**config.mk**
```make
export PLATFORM = sky130hd
export DESIGN_NAME = cdc_slow_to_fast_flat
export DESIGN_NICKNAME = d
export VERILOG_FILES = /design/src/rtl/cdc_pkg.sv /design/src/rtl/cdc_slow_to_fast_if.sv /design/src/rtl/bit_sync.sv /design/src/rtl/cdc_slow_to_fast.sv /design/src/flat_wrapper.sv
export SDC_FILE = /design/constraint.sdc
export NUM_CORES = 1
export LEC_CHECK = 0
export BUFFER_PORTS_ARGS = -buffer_cell sky130_fd_sc_hd__buf_2
export CAP_MARGIN = 10
export CORE_ASPECT_RATIO = 0.7
export CORE_MARGIN = 8
export CORE_UTILIZATION = 40
export CTS_CLUSTER_SIZE = 30
export DETAILED_ROUTE_END_ITERATION = 6
export PLACE_DENSITY = 0.67
export SLEW_MARGIN = 20
export SYNTH_ARGS = -nofsm -noshare
export SYNTH_HDL_FRONTEND = slang
export SYNTH_SLANG_ARGS = --single-unit
```
**constraint.sdc**
```tcl
create_clock -name clkDSP_i -period 1.45 [get_ports clkDSP_i]
set_input_delay 0.0725 -clock clkDSP_i [delete_from_list [all_inputs] [get_ports clkDSP_i]]
set_output_delay 0.0725 -clock clkDSP_i [all_outputs]
set_load 0.05 [all_outputs]
```
**src/rtl/cdc_pkg.sv**
```systemverilog
// Shared constants and types for the I2S-to-DSP packet crossing.
package cdc_pkg;

    localparam int unsigned DEFAULT_PKT_WIDTH   = 16;
    localparam int unsigned DEFAULT_SYNC_STAGES = 2;
    // Wide enough to count up to the deepest legal synchronizer (4).
    localparam int unsigned FILL_CNT_W          = 3;

    typedef logic [DEFAULT_PKT_WIDTH-1:0] pkt_t;

endpackage

```
**src/rtl/cdc_slow_to_fast_if.sv**
```systemverilog
// Packet bus from the I2S bit-clock domain into the DSP domain.
interface cdc_slow_to_fast_if
    import cdc_pkg::*;
#(
    parameter int unsigned PKT_WIDTH = DEFAULT_PKT_WIDTH
);

    logic [PKT_WIDTH-1:0] pktI2S_i;
    logic                 pktValidI2S_i;
    logic [PKT_WIDTH-1:0] pktDSP_reg_o;
    logic                 pktChangedDSP_comb_o;

    modport master (
        output pktI2S_i,
        output pktValidI2S_i,
        input  pktDSP_reg_o,
        input  pktChangedDSP_comb_o
    );

    modport slave (
        input  pktI2S_i,
        input  pktValidI2S_i,
        output pktDSP_reg_o,
        output pktChangedDSP_comb_o
    );

endinterface

```
**src/rtl/bit_sync.sv**
```systemverilog
// Single-bit multi-flop synchronizer with asynchronous active-high reset.
module bit_sync #(
    parameter int unsigned STAGES = 2
) (
    input  logic clk_i,
    input  logic rst_i,
    input  logic data_i,
    output logic sync_o
);

    logic [STAGES-1:0] sync_q;

    always_ff @(posedge clk_i or posedge rst_i) begin
        if (rst_i) begin
            sync_q <= '0;
        end else begin
            sync_q <= {sync_q[STAGES-2:0], data_i};
        end
    end

    assign sync_o = sync_q[STAGES-1];

endmodule

```
**src/rtl/cdc_slow_to_fast.sv**
```systemverilog
// Captures I2S-domain packets into the DSP domain using a synchronized valid strobe;
// the packet bus itself is sampled directly on the synchronized rising edge.
module cdc_slow_to_fast
    import cdc_pkg::*;
#(
    parameter int unsigned PKT_WIDTH   = DEFAULT_PKT_WIDTH,
    parameter int unsigned SYNC_STAGES = DEFAULT_SYNC_STAGES
) (
    input  logic               clkDSP_i,
    input  logic               rstDSP_i,
    cdc_slow_to_fast_if.slave  bus
);

    logic                  syncValid;
    logic                  validDly_q;
    logic                  validDly2_q;
    logic                  armed_q,   armed_d;
    logic [FILL_CNT_W-1:0] fillCnt_q, fillCnt_d;
    logic [PKT_WIDTH-1:0]  pkt_q,     pkt_d;
    logic                  filled;
    logic                  loadEn;

    bit_sync #(
        .STAGES (SYNC_STAGES)
    ) u_validSync (
        .clk_i  (clkDSP_i),
        .rst_i  (rstDSP_i),
        .data_i (bus.pktValidI2S_i),
        .sync_o (syncValid)
    );

    // The final stage only reflects real input once the chain has refilled after
    // reset; arming waits for a genuine low sample so a held-high valid is not an edge.
    always_comb begin
        filled    = (fillCnt_q == FILL_CNT_W'(SYNC_STAGES));
        fillCnt_d = filled ? fillCnt_q : fillCnt_q + 1'b1;
        armed_d   = armed_q | (filled & ~syncValid);
        loadEn    = syncValid & ~validDly_q & armed_q;
        pkt_d     = loadEn ? bus.pktI2S_i : pkt_q;
    end

    always_ff @(posedge clkDSP_i or posedge rstDSP_i) begin
        if (rstDSP_i) begin
            validDly_q  <= 1'b0;
            validDly2_q <= 1'b0;
            armed_q     <= 1'b0;
            fillCnt_q   <= '0;
            pkt_q       <= '0;
        end else begin
            validDly_q  <= syncValid;
            validDly2_q <= validDly_q;
            armed_q     <= armed_d;
            fillCnt_q   <= fillCnt_d;
            pkt_q       <= pkt_d;
        end
    end

    // A validDly_q rise while armed can only follow a load, so this marks the
    // cycle right after pkt_q updates.
    assign bus.pktChangedDSP_comb_o = validDly_q & ~validDly2_q & armed_q;
    assign bus.pktDSP_reg_o         = pkt_q;

endmodule

```
**src/flat_wrapper.sv**
```systemverilog
// flat-port wrapper written by rule: the top's interface ports become plain ports
module cdc_slow_to_fast_flat import cdc_pkg::*;
#(
    parameter int unsigned PKT_WIDTH   = DEFAULT_PKT_WIDTH,
    parameter int unsigned SYNC_STAGES = DEFAULT_SYNC_STAGES
)
  (clkDSP_i, rstDSP_i, bus_pktI2S_i, bus_pktValidI2S_i, bus_pktDSP_reg_o, bus_pktChangedDSP_comb_o);
  cdc_slow_to_fast_if #(.PKT_WIDTH(PKT_WIDTH)) bus_i ();
  input  logic clkDSP_i;
  input  logic rstDSP_i;
  input wire logic [$bits(bus_i.pktI2S_i)-1:0] bus_pktI2S_i;
  input wire logic [$bits(bus_i.pktValidI2S_i)-1:0] bus_pktValidI2S_i;
  output wire logic [$bits(bus_i.pktDSP_reg_o)-1:0] bus_pktDSP_reg_o;
  output wire logic [$bits(bus_i.pktChangedDSP_comb_o)-1:0] bus_pktChangedDSP_comb_o;
  assign bus_i.pktI2S_i = bus_pktI2S_i;
  assign bus_i.pktValidI2S_i = bus_pktValidI2S_i;
  assign bus_pktDSP_reg_o = bus_i.pktDSP_reg_o;
  assign bus_pktChangedDSP_comb_o = bus_i.pktChangedDSP_comb_o;
  cdc_slow_to_fast #(.PKT_WIDTH(PKT_WIDTH), .SYNC_STAGES(SYNC_STAGES)) u_core (.clkDSP_i(clkDSP_i), .rstDSP_i(rstDSP_i), .bus(bus_i));
endmodule
```
==> results of run 1 <==
==> registers in the layout, summed over array words and instances, names as in the netlist <==
name and count:
u_core.armed_q 1, u_core.bus.pktDSP_reg_o 16, u_core.fillCnt_q 3, u_core.u_validSync.sync_q 2
u_core.validDly2_q 1, u_core.validDly_q 1
==> worst register-to-register path, stage by stage, from the launching register on <==
cell and delay [ps]:
dfrtp_1 420, nand3b_4 350, mux2_4 390
==> routing by layer <==
layer  GRT usage  up-vias  wire (um)
li1            -      299          -
met1      0.1097      296        824
met2      0.1538       29        806
met3     0.05841        0        233
met4    0.008499        0          0
met5           0        -          0
==> per-stage QoR <==
stage	instances	hold slack [ps]	instance area [um2]	setup WS, ps
6_report	144	333.9	1385	196.7
5_1_grt	144	353.8	1385	140.0
4_1_cts	144	307.9	1385	192.9
3_5_place_dp	122	126.6	1152	201.5
3_3_place_gp	122	122.3	1152	248.2
2_1_floorplan	55	87.12	940.9	293.3
==> synth_stat cells <==
cell,count,share of area
xnor2_1,1,0.0093
mux2_2,6,0.072
mux2i_1,1,0.011
o21bai_1,1,0.0080
ha_1,2,0.027
dfrtp_1,24,0.64
mux2_4,10,0.16
a21oi_1,1,0.0053
inv_1,2,0.0080
nand2b_1,2,0.013
nand3b_4,1,0.021
nor2_1,1,0.0040
buf_6,1,0.012
nor3b_1,1,0.0080
nand2_1,1,0.0040
==> cells by family after synthesis <==
group	share of synthesized area
flops	0.6383
mux	0.2420
xor+xnor	0.009310
buf+inv	0.01995
simple gates	0.05053
fa+ha+maj	0.02659
compound gates	0.01330
==> path summary, 6_finish.rpt <==
kind,to
worst max-delay path,u_core.bus.pktDSP_reg_o[8]
worst min register to register,u_core.u_validSync.sync_q[1]
min in group clkDSP_i,u_core.u_validSync.sync_q[1]
max in group asynchronous,u_core.bus.pktDSP_reg_o[6]
worst max register to register,u_core.bus.pktDSP_reg_o[8]
worst min-delay path,u_core.bus.pktDSP_reg_o[12]
==> power by group <==
group	internal (uW)	total [uW]	switching (uW)
Combinational	179	510	330
Sequential	741	777	36.1
Clock	279	472	193
Total	1200	1760	559
==> cell type report <==
cell class              instances  area share
clock inverters                 1     0.02168
inverters                       2    0.005420
multi-input cells              28      0.2322
flip-flops and latches         24      0.4336
clock buffers                   3     0.01626
repair buffers                 54      0.2620
well taps                      32     0.02891
==> metrics.csv, run 1 <==
metric,value,unit
Critical Path Max Stage Delay,420,ps
CTS H-tree lvls,1,
area of the multi-input gates,321.6,um2
Via Count,624,
kind of end point of the critical path,flip-flop,
final number of max-transition violations,0,
"leading cell type in the layout, fill and taps excluded",buf_2,
number of standard-cell rows in the floorplan,14,
headroom to the max-slew limit,0.7945,
clock buffers created by TritonCTS,3,
initial cell density of the core,0.4297,
startpoint-to-endpoint class of the critical path,flip-flop to flip-flop,
"Critical Path, Cell by Cell",nand3b_4 -> mux2_4,
Setup TNS Final,0,ps
number of setup buffers added after CTS,0,
detailed-route wire length per cell,12.94,um
residual antenna-violating net count after detailed routing,0,
beginning of the critical path,u_core.validDly_q,
maximum fanout along the worst path,16,
vias in the first global route,682,
maximum root-to-sink buffer count,2,
cell type group with the largest total delay on the critical path,flip-flops,
sort of element at the start of the critical path,flip-flop,
cell depth of the worst flop-to-flop path,2,
clock root buffer master,clkbuf_4,
peak clock frequency supported by timing,0.7979,GHz
layout filler cell count,175,
clock latency of the later-clocked register in the worst-skew pair,310,ps
synthesized instance count,55,
crit path max-delay cell type,dfrtp_1,
Setup-failing EPs final,0,
final critical-path share of the clock period,0.8643,
pwr/cell area,1270,nW/um2
total of warnings raised by yosys,0,
reg-to-reg setup timing slack,200,ps
post-DR vias/cell,4.333,
post-synthesis register bit count,24,
count of cells resized by post-cts repair,0,
area of the mapped netlist,940.9,um2
Die ar.,4185,um2
RSZ-0062 raised after global routing,false,
final routed wirelength across all metal layers,1864,um
Final HPWL DP,1281,um
number of clock sinks seen by CTS,24,
number of DRC markers after the initial detailed-route iteration,14,
number of buffers inserted by port buffering,35,
area growth from synthesis to layout,47.21,%
actual slew at the worst max-slew pin,308.2,ps
largest voltage drop on the vdd net,0.8247,mV
TritonCTS clock tree,built,
Critical R2R Launch,u_core.validDly_q,
first-pass GRT wire length,3153,um
Final min period,1253,ps
ports placed on the boundary,36,
total stage count of the critical path,2,
GPL Wtd Cong,0.6422,
chip width,73.97,um
Antenna Cells,0,
CP Data Arrival Time,1470,ps
Leak Pwr,0.0006937,uW
register clock-pin slew on the reported worst setup and hold paths,130,ps
combined global-route utilization of all metal layers,0.09610,
Die Span Y,56.58,um
number of nets produced by synthesis,76,
"commonest cells after routing, fill and taps aside","buf_2, dfrtp_1, dlygate4sd3_1",
Total Nets Final,134,
placeable core area,2190,um2
status,completed,
Worst Skew,4.299,ps
antenna violations before repair,0,
largest net degree at the start of global routing,25,
type of the tightest min-delay check,input pin to asynchronous set/reset pin,
total iterations of the first detailed-routing run,4,
register area share after synthesis,0.6383,
sequential standard cell area,600.6,um2
overall power after layout,1759,uW
remaining design rule violation count,0,
buffers and inverters on the worst path,0,
average cell area after synthesis,17.11,um2
total overflow reported by the global router,0,
fraction of layout cells with a size suffix above 1,0.5089,
core utilization of the finished layout,0.6326,
Post-CTS Hold Buffers,18,
post-synthesis cell type count,15,
max cap viols,0,
data required time at the worst endpoint,1660,ps
hold violation count in the final report,0,
No activity file was read; power rests on OpenSTA's default activity.
==> run 2: changes to the inputs <==
- clock period: 1.45 -> 1.3 ns (I/O delays scaled with it)
==> run 2 against run 1 <==
  * Largest power group unchanged
  * Global-route usage rose by 0.45 points
  * Via count fell by 0.48%
  * Worst setup slack got worse by 140 ps
  * Clock power fell by 35%
  * Non-clock buffer count did not move
  * Total power fell by 0.78%
  * Critical path depth did not move
  * Register-to-register slack got worse by 140 ps
  * Critical path type unchanged
==> metrics.csv, run 2 (synthesized netlist as in run 1, its figures left out) <==
metric,value,unit,change
status,completed,,
fraction of layout cells with a size suffix above 1,0.5045,,-0.004424
pwr/cell area,1286,nW/um2,+1.2%
first-pass GRT wire length,3277,um,+3.9%
area of the multi-input gates,321.6,um2,unchanged
standard cell area after detailed placement,1152,um2,unchanged
Critical Path Max Stage Delay,410,ps,about the same
buffers and inverters on the worst path,0,,unchanged
beginning of the critical path,u_core.validDly_q,,
cell type group with the largest total delay on the critical path,flip-flops,,
core utilization of the finished layout,0.6200,,-0.01257
"commonest cells after routing, fill and taps aside","buf_2, dfrtp_1, dlygate4sd3_1",,
maximum root-to-sink buffer count,2,,unchanged
GPL Wtd Cong,0.6412,,-0.16%
startpoint-to-endpoint class of the critical path,flip-flop to flip-flop,,
CP Data Arrival Time,1440,ps,-30 ps
antenna violations before repair,0,,unchanged
Critical path destination,u_core.bus.pktDSP_reg_o[9],,
reg-to-reg setup timing slack,60,ps,-140 ps
largest net degree at the start of global routing,25,,unchanged
sort of element at the start of the critical path,flip-flop,,
clock root buffer master,clkbuf_4,,
routing usage on met2,0.1525,,-0.001250
Final HPWL DP,1292,um,+0.86%
combined global-route utilization of all metal layers,0.1006,,+0.004478
number of DRC markers after the initial detailed-route iteration,7,,-7
area growth from synthesis to layout,44.28,%,
actual slew at the worst max-slew pin,304.9,ps,-3.341 ps
ports placed on the boundary,36,,unchanged
Leak Pwr,0.0006796,uW,-2.0%
sequential standard cell area,600.6,um2,unchanged
detailed-route wire length per cell,13.39,um,+3.5%
"worst slack, placed",56.44,ps,-145.0 ps
number of buffers inserted by port buffering,35,,unchanged
Total Nets Final,134,,unchanged
clock latency of the later-clocked register in the worst-skew pair,310,ps,about the same
type of the tightest min-delay check,input pin to asynchronous set/reset pin,,
hold violation count in the final report,0,,unchanged
final number of max-transition violations,0,,unchanged
M1 GR Usage,0.1216,,+0.01188
"leading cell type in the layout, fill and taps excluded",buf_2,,
most heavily used metal layer in global routing,met2,,
initial cell density of the core,0.4297,,unchanged
total stage count of the critical path,2,,unchanged
headroom to the max-slew limit,0.7968,,+0.002227
CTS H-tree lvls,1,,unchanged
layout filler cell count,183,,+4.6%
register clock-pin slew on the reported worst setup and hold paths,120,ps,about the same
number of clock sinks seen by CTS,24,,unchanged
final standard cell area without fillers,1358,um2,-2.0%
vias in the first global route,727,,+6.6%
number of standard-cell rows in the floorplan,14,,unchanged
placeable core area,2190,um2,unchanged
largest voltage drop on the vdd net,0.8780,mV,+6.5%
Antenna Cells,0,,unchanged
cell depth of the worst flop-to-flop path,2,,unchanged
TritonCTS clock tree,built,,
chip width,73.97,um,unchanged
remaining design rule violation count,0,,unchanged
Final Hold Slack,332.3,ps,-1.564 ps
peak clock frequency supported by timing,0.8063,GHz,+1.1%
max cap viols,0,,unchanged
data required time at the worst endpoint,1500,ps,-160 ps
Die ar.,4185,um2,unchanged
Via Count,621,,-0.48%
met3 usage in global routing,0.06195,,+0.003540
reg2reg end,u_core.bus.pktDSP_reg_o[9],,
Final min period,1240,ps,-13.09 ps
Die Span Y,56.58,um,unchanged
flip-flop count of the largest register after layout,16,,unchanged
total overflow reported by the global router,0,,unchanged
Worst Skew,5.876,ps,+1.577 ps
"Critical Path, Cell by Cell",nand3b_4 -> mux2_4,,
kind of end point of the critical path,flip-flop,,
residual antenna-violating net count after detailed routing,0,,unchanged
post-DR vias/cell,4.343,,+0.22%
Critical R2R Launch,u_core.validDly_q,,
Setup-failing EPs final,0,,unchanged
clock buffers created by TritonCTS,3,,unchanged
total iterations of the first detailed-routing run,2,,-2
overall power after layout,1745,uW,-0.78%
final critical-path share of the clock period,0.9540,,+0.08967
crit path max-delay cell type,dfrtp_1,,
final worst setup slack,59.79,ps,-136.9 ps
final routed wirelength across all metal layers,1915,um,+2.7%
maximum fanout along the worst path,16,,unchanged
-- run 2: changes by cell type in the layout (fill, tap and decap cells not counted) --
cell,before,now
buf_2,35,34
clkbuf_4,3,4
bufinv_16,1,0
-- run 2: routing by layer --
| metal | wire, um | up-vias |
|---|---|---|
| met1 | 859 | 292 |
| met5 | 0 | - |
| li1 | - | 299 |
| met3 | 225 | 0 |
| met4 | 0 | 0 |
| met2 | 829 | 30 |
-- run 2: final cells by class --
type / instances / area share
inverter: 2 / 0.005530
clock buffer: 3 / 0.01659
timing repair buffer: 54 / 0.2691
multi-input combinational: 28 / 0.2369
tap: 32 / 0.02949
sequential: 24 / 0.4424
-- run 2: worst min-delay path: cells and delay by family --
family / cells / cell delay [ps]
buf+inv: 4 / 970
-- run 2: how the worst min path moves through the flow --
stage | start | endpoint | slack, ps
final | rstDSP_i | u_core.bus.pktDSP_reg_o[11] | 330
after detailed placement | rstDSP_i | u_core.bus.pktDSP_reg_o[3] | 120
after CTS | rstDSP_i | u_core.bus.pktDSP_reg_o[11] | 330
after global placement | rstDSP_i | u_core.bus.pktDSP_reg_o[2] | 110
after global routing | rstDSP_i | u_core.fillCnt_q[0] | 360
after floorplan | rstDSP_i | u_core.armed_q | 80
-- run 2: stage by stage --
step,instances,TNS (ps)
after floorplan,55,0
after global placement,122,0
after detailed placement,122,0
after CTS,143,0
after global routing,143,-21.65
final,143,0
-- run 2: power breakdown --
part           total, uW  switching (uW)  internal [uW]
clock                309             200            108
combinational        569             369            201
sequential           868            41.0            827
total               1750             610           1140
-- run 2: what timing repair did --
action,in CTS,in global routing
resized for setup,0,1
endpoints found under the hold margin,41,0
buffers inserted,0,0
hold buffers,18,0
endpoints found under the setup margin,0,1
==> run 3: changes to the inputs <==
- RECOVER_POWER: not set -> 100
==> run 3 against run 2 <==
  * First-iteration DRC count is 14% lower
  * Clock skew is 1.5 ps lower
  * Flip-flop and latch count stayed put
  * Final area is 0.18% lower
  * Total power hardly changed
  * Largest cell class unchanged
  * Highest routed layer unchanged
==> metrics.csv, run 3 (synthesized netlist as in run 1, its figures left out) <==
metric,value,unit,change
Setup-failing EPs final,0,,unchanged
kind of end point of the critical path,flip-flop,,
data required time at the worst endpoint,1500,ps,about the same
maximum root-to-sink buffer count,2,,unchanged
clock root buffer master,clkbuf_4,,
actual slew at the worst max-slew pin,568.8,ps,+263.9 ps
headroom to the max-slew limit,0.6208,,-0.1760
number of clock sinks seen by CTS,24,,unchanged
Critical Path Max Stage Delay,410,ps,about the same
max cap viols,0,,unchanged
largest net degree at the start of global routing,25,,unchanged
post-DR vias/cell,4.357,,+0.32%
residual antenna-violating net count after detailed routing,0,,unchanged
Via Count,623,,+0.32%
"Critical Path, Cell by Cell",nand3b_4 -> mux2_4,,
combined global-route utilization of all metal layers,0.1006,,unchanged
largest voltage drop on the vdd net,0.8735,mV,-0.50%
final number of max-transition violations,0,,unchanged
antenna violations before repair,0,,unchanged
type of the tightest min-delay check,flip-flop to flip-flop,,
total overflow reported by the global router,0,,unchanged
crit path max-delay cell type,dfrtp_1,,
Leak Pwr,0.0006824,uW,+0.42%
"leading cell type in the layout, fill and taps excluded",dfrtp_1,,
Worst Hold Depth,0,,
CP Data Arrival Time,1440,ps,about the same
final routed wirelength across all metal layers,1908,um,-0.37%
overall power after layout,1744,uW,about the same
most heavily used metal layer in global routing,met2,,
Worst Skew,4.366,ps,-1.510 ps
number of DRC markers after the initial detailed-route iteration,6,,-1
startpoint-to-endpoint class of the critical path,flip-flop to flip-flop,,
M1 GR Usage,0.1216,,unchanged
Final HPWL DP,1292,um,unchanged
remaining design rule violation count,0,,unchanged
chip width,73.97,um,unchanged
fraction of layout cells with a size suffix above 1,0.5045,,unchanged
cell depth of the worst flop-to-flop path,2,,unchanged
Antenna Cells,0,,unchanged
Die Span Y,56.58,um,unchanged
"commonest cells after routing, fill and taps aside","dfrtp_1, dlygate4sd3_1, buf_2",,
first-pass GRT wire length,3277,um,unchanged
sort of element at the start of the critical path,flip-flop,,
pwr/cell area,1287,nW/um2,about the same
area growth from synthesis to layout,44.02,%,
flip-flop count of the largest register after layout,16,,unchanged
final critical-path share of the clock period,0.9539,,about the same
Die ar.,4185,um2,unchanged
detailed-route wire length per cell,13.34,um,-0.37%
maximum fanout along the worst path,16,,unchanged
hold violation count in the final report,0,,unchanged
peak clock frequency supported by timing,0.8064,GHz,about the same
number of buffers inserted by port buffering,35,,unchanged
GPL Wtd Cong,0.6412,,unchanged
clock latency of the later-clocked register in the worst-skew pair,310,ps,about the same
vias in the first global route,727,,unchanged
status,completed,,
initial cell density of the core,0.4297,,unchanged
number of setup buffers added after CTS,0,,unchanged
total iterations of the first detailed-routing run,2,,unchanged
placeable core area,2190,um2,unchanged
clock buffers created by TritonCTS,3,,unchanged
final standard cell area without fillers,1355,um2,-0.18%
Total Nets Final,134,,unchanged
register clock-pin slew on the reported worst setup and hold paths,110,ps,about the same
routing usage on met2,0.1525,,unchanged
standard cell area after detailed placement,1152,um2,unchanged
number of standard-cell rows in the floorplan,14,,unchanged
met3 usage in global routing,0.06195,,unchanged
ports placed on the boundary,36,,unchanged
core utilization of the finished layout,0.6189,,-0.001143
Setup TNS Final,0,ps,unchanged
TritonCTS clock tree,built,,
CTS H-tree lvls,1,,unchanged
Final min period,1240,ps,-0.1768 ps
## run 3: changes by cell type in the layout (fill, tap and decap cells not counted)
cell      before  now
buf_2         34   18
buf_4          1    0
clkbuf_2       0   17
## run 3: repair_timing
action | CTS | global route
hold buffers | 18 | 0
endpoints found under the hold margin | 41 | 0
setup endpoints to repair | 0 | 1
resized for setup | 0 | 1
## run 3: final timing paths
kind                                                    from                           end  slack [ps]
worst min register to register  u_core.u_validSync.sync_q[0]  u_core.u_validSync.sync_q[1]         370
worst max-delay path                       u_core.validDly_q    u_core.bus.pktDSP_reg_o[9]          60
worst min-delay path            u_core.u_validSync.sync_q[0]  u_core.u_validSync.sync_q[1]         370
worst max register to register             u_core.validDly_q    u_core.bus.pktDSP_reg_o[9]          60
max in group asynchronous                           rstDSP_i    u_core.bus.pktDSP_reg_o[6]         500
min in group asynchronous                           rstDSP_i   u_core.bus.pktDSP_reg_o[11]         430
## run 3: report_power, final
group          switching (uW)  total, uW  internal [uW]
clock network             200        308            108
logic                     368        565            197
registers                44.1        871            827
total                     612       1740           1130
## run 3: metrics by stage
stage,worst slack [ps],hold slack [ps],cells
after detailed placement,56.44,120.4,122
after floorplan,150.8,79.62,55
after global placement,98.37,114.7,122
after global routing,-21.65,381.5,143
after CTS,44.70,327.0,143
final,59.96,365.7,143
## run 3: area by class of cell
class | instances | area (um2)
inverter | 2 | 7.507
multi-input combinational | 28 | 321.6
clock buffer | 3 | 22.52
timing repair buffer | 54 | 362.8
sequential | 24 | 600.6
tap | 32 | 40.04
fill | 184 | 834.6
## run 3: worst max-delay path, delay by kind of cell (launching register included)
kind,cells,cell delay (ps)
DFF,1,410
muxes,1,380
and+or+nand+nor,1,340
## run 3: metal layers
metal  up-vias  part of all wire
met5         -                 0
met2        29              0.43
met4         0                 0
met3         0              0.12
met1       295              0.44
li1        299                 -
